<file path="config.mk">
export PLATFORM = sky130hd
export DESIGN_NAME = mcpu_control_fsm_flat
export DESIGN_NICKNAME = d
export VERILOG_FILES = /design/src/rtl/mcpu_control_fsm_if.sv /design/src/rtl/mcpu_control_fsm.sv /design/src/flat_wrapper.sv
export SDC_FILE = /design/constraint.sdc
export NUM_CORES = 1
export LEC_CHECK = 0
export ABC_AREA = 1
export BUFFER_PORTS_ARGS = -buffer_cell sky130_fd_sc_hd__buf_2
export CORE_UTILIZATION = 37
export CTS_CLUSTER_SIZE = 20
export DETAILED_ROUTE_END_ITERATION = 6
export GPL_TIMING_DRIVEN = 0
export PLACE_DENSITY = 0.73
export REMOVE_ABC_BUFFERS = 1
export SETUP_SLACK_MARGIN = 0.02
export SLEW_MARGIN = 15
export SYNTH_ARGS = -nofsm -noshare
export SYNTH_HDL_FRONTEND = slang
export SYNTH_SLANG_ARGS = --single-unit
</file>
<file path="constraint.sdc">
create_clock -name clk -period 1 [get_ports clk]
set_input_delay 0.1 -clock clk [delete_from_list [all_inputs] [get_ports clk]]
set_output_delay 0.1 -clock clk [all_outputs]
set_load 0.005 [all_outputs]
</file>
<file path="src/rtl/mcpu_control_fsm_if.sv">
// Control bundle between the MCPU control FSM and the multi-cycle datapath.
// Latency: none, plain wires.
// Backpressure: memory stalls are signalled back through mem_ready.
//
// Signals:
//   opcode, mem_ready        datapath -> control (IR[31:26], memory done)
//   pc_write, pc_write_cond  PC load strobes
//   i_or_d, mem_read,        memory address select and request strobes
//   mem_write
//   ir_write, reg_write      IR and register file load strobes
//   reg_dst, mem_to_reg      register file write address / data selects
//   alu_src_a, alu_src_b,    ALU operand selects and operation class
//   alu_op
//   pc_source                next-PC select
//   state, illegal           debug view of the FSM and the trap flag
interface mcpu_control_fsm_if;
    logic [5:0] opcode;
    logic       mem_ready;
    logic       pc_write;
    logic       pc_write_cond;
    logic       i_or_d;
    logic       mem_read;
    logic       mem_write;
    logic       ir_write;
    logic [1:0] reg_dst;
    logic [1:0] mem_to_reg;
    logic       reg_write;
    logic       alu_src_a;
    logic [1:0] alu_src_b;
    logic [1:0] alu_op;
    logic [1:0] pc_source;
    logic [3:0] state;
    logic       illegal;

    // control unit side
    modport master (
        input  opcode, mem_ready,
        output pc_write, pc_write_cond, i_or_d, mem_read, mem_write, ir_write,
               reg_dst, mem_to_reg, reg_write, alu_src_a, alu_src_b, alu_op,
               pc_source, state, illegal
    );

    // datapath side
    modport slave (
        output opcode, mem_ready,
        input  pc_write, pc_write_cond, i_or_d, mem_read, mem_write, ir_write,
               reg_dst, mem_to_reg, reg_write, alu_src_a, alu_src_b, alu_op,
               pc_source, state, illegal
    );
endinterface

</file>
<file path="src/rtl/mcpu_control_fsm.sv">
// Multi-cycle MIPS control unit: Moore decode of the current state drives every datapath select/strobe.
// Latency: 3-5 states per instruction (LW 5, SW/R/ADDI 4, BEQ/J/JAL 3) when memory is ready at once.
// Backpressure: FETCH, MEM_READ and MEM_WRITE hold until mem_ready; unknown opcodes trap in ILLEGAL.
//
// Ports:
//   clk    rising-edge clock
//   rst_n  asynchronous active-low reset; strobes are forced low while it is asserted
//   ctl    mcpu_control_fsm_if.master: opcode/mem_ready in, all control lines, state and illegal out
module mcpu_control_fsm #(
    parameter logic [5:0] OP_RTYPE = 6'b000000,
    parameter logic [5:0] OP_LW    = 6'b100011,
    parameter logic [5:0] OP_SW    = 6'b101011,
    parameter logic [5:0] OP_BEQ   = 6'b000100,
    parameter logic [5:0] OP_ADDI  = 6'b001000,
    parameter logic [5:0] OP_J     = 6'b000010,
    parameter logic [5:0] OP_JAL   = 6'b000011
) (
    input  logic                   clk,
    input  logic                   rst_n,
    mcpu_control_fsm_if.master     ctl
);

    localparam logic [3:0] S_FETCH     = 4'd0;
    localparam logic [3:0] S_DECODE    = 4'd1;
    localparam logic [3:0] S_MEM_ADDR  = 4'd2;
    localparam logic [3:0] S_MEM_READ  = 4'd3;
    localparam logic [3:0] S_MEM_WB    = 4'd4;
    localparam logic [3:0] S_MEM_WRITE = 4'd5;
    localparam logic [3:0] S_EXECUTE   = 4'd6;
    localparam logic [3:0] S_R_WB      = 4'd7;
    localparam logic [3:0] S_BRANCH    = 4'd8;
    localparam logic [3:0] S_JUMP      = 4'd9;
    localparam logic [3:0] S_ADDI_EXEC = 4'd10;
    localparam logic [3:0] S_ADDI_WB   = 4'd11;
    localparam logic [3:0] S_JAL       = 4'd12;
    localparam logic [3:0] S_ILLEGAL   = 4'd13;

    logic [3:0] state_q;
    logic [3:0] state_d;

    always_ff @(posedge clk or negedge rst_n) begin
        if (!rst_n) begin
            state_q <= S_FETCH;
        end else begin
            state_q <= state_d;
        end
    end

    // Next state. Opcode only matters in DECODE and MEM_ADDR.
    always_comb begin
        state_d = S_FETCH;
        case (state_q)
            S_FETCH:     state_d = ctl.mem_ready ? S_DECODE : S_FETCH;
            S_DECODE: begin
                if (ctl.opcode == OP_LW || ctl.opcode == OP_SW) state_d = S_MEM_ADDR;
                else if (ctl.opcode == OP_RTYPE)                state_d = S_EXECUTE;
                else if (ctl.opcode == OP_BEQ)                  state_d = S_BRANCH;
                else if (ctl.opcode == OP_ADDI)                 state_d = S_ADDI_EXEC;
                else if (ctl.opcode == OP_J)                    state_d = S_JUMP;
                else if (ctl.opcode == OP_JAL)                  state_d = S_JAL;
                else                                            state_d = S_ILLEGAL;
            end
            // Only LW/SW reach MEM_ADDR; anything else here means IR was corrupted, so trap.
            S_MEM_ADDR: begin
                if (ctl.opcode == OP_LW)      state_d = S_MEM_READ;
                else if (ctl.opcode == OP_SW) state_d = S_MEM_WRITE;
                else                          state_d = S_ILLEGAL;
            end
            S_MEM_READ:  state_d = ctl.mem_ready ? S_MEM_WB : S_MEM_READ;
            S_MEM_WB:    state_d = S_FETCH;
            S_MEM_WRITE: state_d = ctl.mem_ready ? S_FETCH : S_MEM_WRITE;
            S_EXECUTE:   state_d = S_R_WB;
            S_R_WB:      state_d = S_FETCH;
            S_BRANCH:    state_d = S_FETCH;
            S_JUMP:      state_d = S_FETCH;
            S_ADDI_EXEC: state_d = S_ADDI_WB;
            S_ADDI_WB:   state_d = S_FETCH;
            S_JAL:       state_d = S_FETCH;
            S_ILLEGAL:   state_d = S_ILLEGAL;
            default:     state_d = S_FETCH;   // unused encodings 14/15 recover
        endcase
    end

    // Output decode; strobes are collected separately so reset can mask them.
    logic       pc_write_s;
    logic       pc_write_cond_s;
    logic       mem_write_s;
    logic       ir_write_s;
    logic       reg_write_s;
    logic       i_or_d_c;
    logic       mem_read_c;
    logic [1:0] reg_dst_c;
    logic [1:0] mem_to_reg_c;
    logic       alu_src_a_c;
    logic [1:0] alu_src_b_c;
    logic [1:0] alu_op_c;
    logic [1:0] pc_source_c;

    always_comb begin
        pc_write_s      = 1'b0;
        pc_write_cond_s = 1'b0;
        mem_write_s     = 1'b0;
        ir_write_s      = 1'b0;
        reg_write_s     = 1'b0;
        i_or_d_c        = 1'b0;
        mem_read_c      = 1'b0;
        reg_dst_c       = 2'b00;
        mem_to_reg_c    = 2'b00;
        alu_src_a_c     = 1'b0;
        alu_src_b_c     = 2'b00;
        alu_op_c        = 2'b00;
        pc_source_c     = 2'b00;
        case (state_q)
            S_FETCH: begin
                mem_read_c  = 1'b1;
                alu_src_b_c = 2'b01;
                // IR and PC+4 load together on the cycle the instruction word arrives
                ir_write_s  = ctl.mem_ready;
                pc_write_s  = ctl.mem_ready;
            end
            S_DECODE: begin
                alu_src_b_c = 2'b11;   // precompute branch target
            end
            S_MEM_ADDR: begin
                alu_src_a_c = 1'b1;
                alu_src_b_c = 2'b10;
            end
            S_MEM_READ: begin
                mem_read_c = 1'b1;
                i_or_d_c   = 1'b1;
            end
            S_MEM_WB: begin
                reg_write_s  = 1'b1;
                mem_to_reg_c = 2'b01;
            end
            S_MEM_WRITE: begin
                mem_write_s = 1'b1;
                i_or_d_c    = 1'b1;
            end
            S_EXECUTE: begin
                alu_src_a_c = 1'b1;
                alu_op_c    = 2'b10;
            end
            S_R_WB: begin
                reg_write_s = 1'b1;
                reg_dst_c   = 2'b01;
            end
            S_BRANCH: begin
                alu_src_a_c     = 1'b1;
                alu_op_c        = 2'b01;
                pc_write_cond_s = 1'b1;
                pc_source_c     = 2'b01;
            end
            S_JUMP: begin
                pc_write_s  = 1'b1;
                pc_source_c = 2'b10;
            end
            S_ADDI_EXEC: begin
                alu_src_a_c = 1'b1;
                alu_src_b_c = 2'b10;
            end
            S_ADDI_WB: begin
                reg_write_s = 1'b1;
            end
            S_JAL: begin
                // PC already holds PC+4 from FETCH; it goes to $31 on the same edge PC takes the target
                pc_write_s   = 1'b1;
                pc_source_c  = 2'b10;
                reg_write_s  = 1'b1;
                reg_dst_c    = 2'b10;
                mem_to_reg_c = 2'b10;
            end
            default: ;
        endcase
    end

    // Async reset already forces state to FETCH; masking the strobes with rst_n keeps
    // FETCH's mem_ready-driven loads from firing while reset is held.
    assign ctl.pc_write      = pc_write_s      & rst_n;
    assign ctl.pc_write_cond = pc_write_cond_s & rst_n;
    assign ctl.mem_write     = mem_write_s     & rst_n;
    assign ctl.ir_write      = ir_write_s      & rst_n;
    assign ctl.reg_write     = reg_write_s     & rst_n;
    assign ctl.i_or_d        = i_or_d_c;
    assign ctl.mem_read      = mem_read_c;
    assign ctl.reg_dst       = reg_dst_c;
    assign ctl.mem_to_reg    = mem_to_reg_c;
    assign ctl.alu_src_a     = alu_src_a_c;
    assign ctl.alu_src_b     = alu_src_b_c;
    assign ctl.alu_op        = alu_op_c;
    assign ctl.pc_source     = pc_source_c;
    assign ctl.state         = state_q;
    assign ctl.illegal       = (state_q == S_ILLEGAL);

endmodule

</file>
<file path="src/flat_wrapper.sv">
// flat-port wrapper written by rule: the top's interface ports become plain ports
module mcpu_control_fsm_flat 
#(
    parameter logic [5:0] OP_RTYPE = 6'b000000,
    parameter logic [5:0] OP_LW    = 6'b100011,
    parameter logic [5:0] OP_SW    = 6'b101011,
    parameter logic [5:0] OP_BEQ   = 6'b000100,
    parameter logic [5:0] OP_ADDI  = 6'b001000,
    parameter logic [5:0] OP_J     = 6'b000010,
    parameter logic [5:0] OP_JAL   = 6'b000011
)
  (clk, rst_n, ctl_opcode, ctl_mem_ready, ctl_pc_write, ctl_pc_write_cond, ctl_i_or_d, ctl_mem_read, ctl_mem_write, ctl_ir_write, ctl_reg_dst, ctl_mem_to_reg, ctl_reg_write, ctl_alu_src_a, ctl_alu_src_b, ctl_alu_op, ctl_pc_source, ctl_state, ctl_illegal);
  mcpu_control_fsm_if ctl_i ();
  input  logic clk;
  input  logic rst_n;
  input wire logic [$bits(ctl_i.opcode)-1:0] ctl_opcode;
  input wire logic [$bits(ctl_i.mem_ready)-1:0] ctl_mem_ready;
  output wire logic [$bits(ctl_i.pc_write)-1:0] ctl_pc_write;
  output wire logic [$bits(ctl_i.pc_write_cond)-1:0] ctl_pc_write_cond;
  output wire logic [$bits(ctl_i.i_or_d)-1:0] ctl_i_or_d;
  output wire logic [$bits(ctl_i.mem_read)-1:0] ctl_mem_read;
  output wire logic [$bits(ctl_i.mem_write)-1:0] ctl_mem_write;
  output wire logic [$bits(ctl_i.ir_write)-1:0] ctl_ir_write;
  output wire logic [$bits(ctl_i.reg_dst)-1:0] ctl_reg_dst;
  output wire logic [$bits(ctl_i.mem_to_reg)-1:0] ctl_mem_to_reg;
  output wire logic [$bits(ctl_i.reg_write)-1:0] ctl_reg_write;
  output wire logic [$bits(ctl_i.alu_src_a)-1:0] ctl_alu_src_a;
  output wire logic [$bits(ctl_i.alu_src_b)-1:0] ctl_alu_src_b;
  output wire logic [$bits(ctl_i.alu_op)-1:0] ctl_alu_op;
  output wire logic [$bits(ctl_i.pc_source)-1:0] ctl_pc_source;
  output wire logic [$bits(ctl_i.state)-1:0] ctl_state;
  output wire logic [$bits(ctl_i.illegal)-1:0] ctl_illegal;
  assign ctl_i.opcode = ctl_opcode;
  assign ctl_i.mem_ready = ctl_mem_ready;
  assign ctl_pc_write = ctl_i.pc_write;
  assign ctl_pc_write_cond = ctl_i.pc_write_cond;
  assign ctl_i_or_d = ctl_i.i_or_d;
  assign ctl_mem_read = ctl_i.mem_read;
  assign ctl_mem_write = ctl_i.mem_write;
  assign ctl_ir_write = ctl_i.ir_write;
  assign ctl_reg_dst = ctl_i.reg_dst;
  assign ctl_mem_to_reg = ctl_i.mem_to_reg;
  assign ctl_reg_write = ctl_i.reg_write;
  assign ctl_alu_src_a = ctl_i.alu_src_a;
  assign ctl_alu_src_b = ctl_i.alu_src_b;
  assign ctl_alu_op = ctl_i.alu_op;
  assign ctl_pc_source = ctl_i.pc_source;
  assign ctl_state = ctl_i.state;
  assign ctl_illegal = ctl_i.illegal;
  mcpu_control_fsm #(.OP_RTYPE(OP_RTYPE), .OP_LW(OP_LW), .OP_SW(OP_SW), .OP_BEQ(OP_BEQ), .OP_ADDI(OP_ADDI), .OP_J(OP_J), .OP_JAL(OP_JAL)) u_core (.clk(clk), .rst_n(rst_n), .ctl(ctl_i));
endmodule
</file>
# == After elaboration in Yosys (flattened, before gate mapping) ==
# Index checks and enable logic that the tools add are counted.
# op_classes
n_eq_ne,19
n_mux,25
n_bitwise,5
reduce_logical,9
# ops
operator,count
4-bit one-hot mux with 8 select lines,1
4-bit two-way mux,7
4-bit equality test (second input constant),6
4-bit by 3-bit equality test with 1-bit output (second input constant),4
2-bit one-hot mux with 2 select lines,4
6-bit by 2-bit equality test with 1-bit output (second input constant),2
6-bit equality test (second input constant),2
1-bit two-way mux,9
4-bit by 2-bit equality test with 1-bit output (second input constant),2
2-bit OR reduction,4
4-bit OR reduction,2
6-bit by 3-bit equality test with 1-bit output (second input constant),1
6-bit by 4-bit equality test with 1-bit output (second input constant),1
6-bit zero test,1
3-bit two-way mux,2
2-bit one-hot mux with 3 select lines,1
1-bit bitwise AND,5
4-bit by 1-bit equality test with 1-bit output (second input constant),1
4-bit zero test,1
1-bit one-hot mux with 2 select lines,1
1-bit logical OR,1
# totals
regBits,4
input_bits,9
output_inout_bits,23
wordCells,59

# == Depth between registers and ports, before layout ==
# depth
ltp_word,8
ltp_mapped,7
depth_no_buf,7

# == Worst setup path before layout ==
# Ideal clock, no wire load.
# synth_path
path_kind,register -> output
startpoint,register u_core.state_q[1] (netlist: u_core.ctl.state[1])
endpoint,output ctl_pc_write
arrival_time_ns,1.076
slack_ns,-0.176
path_stages_with_launch,6
cell_sequence,dfrtp_1 > nor2_2 > inv_2 > nor2_1 > a21oi_1 > a21oi_1
# synth_between
elab_chain_cells,4
elab_cells_between_ends,6
# synth_rtl
element,line,source
start: declaration,mcpu_control_fsm.sv:38,logic [3:0] state_q;
start signal: assignment,mcpu_control_fsm.sv:45,state_q <= state_d;
4-bit equality test,mcpu_control_fsm.sv:113,case (state_q)
2-bit OR reduction (no source line),--,
1-bit one-hot mux with 2 select lines *,mcpu_control_fsm.sv:113,
1-bit bitwise AND *,mcpu_control_fsm.sv:179,assign ctl.pc_write = pc_write_s & rst_n;
end: declaration,flat_wrapper.sv:18,output wire logic [$bits(ctl_i.pc_write)-1:0] ctl_pc_write;
# Every way passes the cells marked *; elsewhere a longest branch is shown, timed or not.

# == Final worst setup path ==
# layout_path
startpoint,register u_core.state_q[3] (netlist: u_core.ctl.state[3])
endpoint,output ctl_reg_write
# layout_between
elab_chain_cells,4
elab_cells_between_ends,7
# layout_rtl
element,line,source
4-bit equality test / 4-bit by 3-bit equality test with 1-bit output (equally long branches),mcpu_control_fsm.sv:113,
4-bit OR reduction (no source line) *,--,
1-bit two-way mux *,mcpu_control_fsm.sv:113,
1-bit bitwise AND *,mcpu_control_fsm.sv:183,assign ctl.reg_write = reg_write_s & rst_n;
end: declaration,flat_wrapper.sv:26,output wire logic [$bits(ctl_i.reg_write)-1:0] ctl_reg_write;
# Marks and branches as above.

==> impl_metrics.tcl <==
set metrics [dict create \
    finalSetupViolations 25 \
    powerDensity_nw_per_um2 2595 \
    maxSlewViolCount 0 \
    grt_pass1_vias 745 \
    rr_endpoint "u_core.ctl.state[0]$_DFF_PN0_" \
    peakVddDrop_v 0.001205 \
    path_cells "inv_4, buf_12, nand2_8, nand4_1, a21oi_1, buf_2" \
    intPower_mw 1.477 \
    outcome "finished, violations left" \
    maxCapViolCount 0 \
    grt_pass1_wl_um 2898 \
    fin_crit_sh_pct 148.4 \
    violations "negative setup slack" \
    numPortBuffers 31 \
    route.vias.total 914 \
    dominantRegCellSynth "dfrtp_1" \
    die-area_um2 1578 \
    largest_reg_flops 4 \
    synth-seq-area-share_pct 19.00 \
    grt_usage_pct 27.05 \
    placedInstanceArea_um2 693.2 \
    p_seq_share_pct 12.8 \
    wirelength_um 2418 \
    fmax_mhz 673.8 \
    switchingPower_mw 1.374 \
    hold_start "ctl_opcode[1]" \
    ys_top_cells_by_area "nor2_1 21%, nand2_1 19%, dfrtp_1 19%, inv_1 12%, nand3_1 7.6%" \
    area_growth_pct 108.6 \
    synth_area_um2 526.8 \
    drc 0 \
    finalNonFillerCells 175 \
    start_kind "flop" \
    r2r_setup_slack_ns -0.42 \
    min_path_type "in2reg" \
    holdWs_ns 0.1800 \
    final_hold_viol_count 0 \
    hold_depth 4 \
    viasPerCell 5.223 \
    ys_types 14 \
    start_util_pct 39.98 \
    slowest_stage "dfrtp_2" \
    layout-drive-gt1-share_pct 61.25 \
    setup_slack_ns -0.4841 \
    switching_share_pct 48.19 \
    rows 13 \
    cts-root-buf "clkbuf_4" \
    hpwl_um 1143 \
    clock_path_buffers 2 \
    rr_worst_depth 9 \
    die_w_um 39.73 \
    clkSinkCount 4 \
    max_stage_delay_ns 0.44 \
    synth_common_cells "29 x nor2_1, 27 x nand2_1, 17 x inv_1, 8 x nand3_1, 5 x a21oi_1" \
    core-area_um2 1318 \
    syn_avg_cell_area_um2 5.065 \
    drt_iter0_drc 33 \
    tightest_slew_ns 0.2439 \
    cts.clk_slew.worst_paths_ns 0.05 \
    period_needed_ns 1.484 \
    fin_area_um2 1099 \
    p_leak_nw 0.6281 \
    final_nets 171 \
    place.gp.congestion 0.8092 \
    grt_overflow 0 \
    numCtsBuffers 3 \
    diodes 0 \
    cp.arrival_ns 1.38 \
    ios 32 \
    rr_startpoint "u_core.ctl.state[3]$_DFF_PN0_" \
    grt_max_degree 9 \
    die_y_um 39.73 \
    async_flop_share_pct 100.0 \
    cts_tree "yes" \
    worstHoldEndpoint "u_core.ctl.state[2]$_DFF_PN0_" \
    antenna_found_initial 0 \
    slew_headroom_pct 83.68 \
    place_inst 149 \
    n_fill_cell 71 \
    synth_most_common_cell "nor2_1" \
    clkLatencyLatePin_ns 0.25 \
    required_ns 0.90 \
    rsz0062_at_grt "yes" \
    dr.pass1.iters 4 \
    worst-setup-path-type "reg2out" \
    synthCells 104 \
    synth_edf_count 0 \
    yosys.area.top_type "nor2_1" \
    ys_warn_count 0 \
    skew_ns 0.01511 \
    end_kind "output pin" \
    cts.htree.levels 1 \
    wire_per_inst_um 13.82 \
    power_frac_comb_pct 79.8 \
    synth-seq-cells 4 \
    path_max_fanout 8 \
    ant_nets 0 \
    synth.top_cell.area_share_pct 20.67 \
    power.share.clock_pct 7.4 \
]
layout by cell type, fill, tap and decap left out:
cell type      synthesis  final
dfrtp_2                0      4
nand2_2                0      5
clkbuf_4               0      3
inv_4                  0      3
nor2_2                 3      5
nor2_4                 0      9
a21oi_1                5      2
a21oi_2                0      3
buf_4                  1     14
nand3_2                0      2
buf_2                  0     29
buf_12                 0      1
nand2_4                1      3
inv_2                  2      6
nand2_1               27     19
o22ai_2                0      1
o21ai_0                2      1
nand3_1                8      6
o21ai_1                0      1
nand3b_1               1      1
nor2_1                29     18
nand4_1                3      3
buf_6                  0      9
nand2_8                0      1
dlygate4sd3_1          0      1
inv_1                 17     10
logic make-up after synthesis:
logic type | synth area share (%)
compound gates | 7.839
buf+inv | 14.97
flops | 19.00
simple gates | 58.20
worst max-delay path, delay by kind of cell, from the launching register on:
| kind | cells | cell delay [ns] |
|---|---|---|
| AOI/OAI and AO/OA | 1 | 0.17 |
| DFF | 1 | 0.44 |
| and+or+nand+nor | 2 | 0.18 |
| buffers and inverters | 3 | 0.34 |
metal layers:
layer	GRT usage, %	up-vias	part of all wire (%)
met5	0	-	0
met4	10.34	0	2.0
met3	1.705	9	7.8
met2	54.10	68	48
met1	28.19	405	42
li1	-	432	-
worst max-delay path by stage:
stage | start | to | slack, ns | cells past startpoint
floorplan | u_core.ctl.state[1]$_DFF_PN0_ | ctl_pc_write | -0.21 | 5
global placement | u_core.ctl.state[1]$_DFF_PN0_ | ctl_pc_write | -0.28 | 6
detailed placement | u_core.ctl.state[1]$_DFF_PN0_ | ctl_pc_write | -0.27 | 6
CTS | u_core.ctl.state[1]$_DFF_PN0_ | ctl_pc_write | -0.38 | 6
global route | u_core.ctl.state[3]$_DFF_PN0_ | ctl_alu_op[1] | -0.51 | 6
finish | u_core.ctl.state[3]$_DFF_PN0_ | ctl_reg_write | -0.48 | 6
power by group through the flow:
stage	Clock, mW	Sequential [mW]	Combinational (mW)
2_1_floorplan	0	0.299	0.591
3_3_place_gp	0	0.305	0.952
3_5_place_dp	0	0.308	0.964
4_1_cts	0.199	0.320	1.54
5_1_grt	0.222	0.369	2.42
6_report	0.212	0.364	2.27
per-stage QoR:
step                total power [mW]  utilization [%]  setup WS, ns  setup TNS, ns
detailed placement             1.272            52.61       -0.2719         -2.919
CTS                            2.054            69.80       -0.3794         -6.940
global placement               1.257            52.61       -0.2752         -2.768
floorplan                     0.8902                -       -0.2144        -0.6537
global route                   3.007            83.38       -0.5136         -10.18
finish                         2.851            83.38       -0.4841         -9.199
timing repair:
action	CTS	global route
setup endpoints to repair	23	25
buffers inserted	14	8
pin swaps	11	9
hold endpoints to repair	4	0
hold buffers	1	0
gates resized for setup	28	34
final cells by class:
cell class | instances | area [um2] | share of cell area (%)
tap | 15 | 18.77 | 1.708
multi-input combinational | 80 | 491.7 | 44.76
timing repair buffer | 54 | 381.6 | 34.74
clock buffer | 3 | 22.52 | 2.050
inverter | 19 | 78.83 | 7.175
sequential | 4 | 105.1 | 9.567
Power figures use the tool's default switching activity.
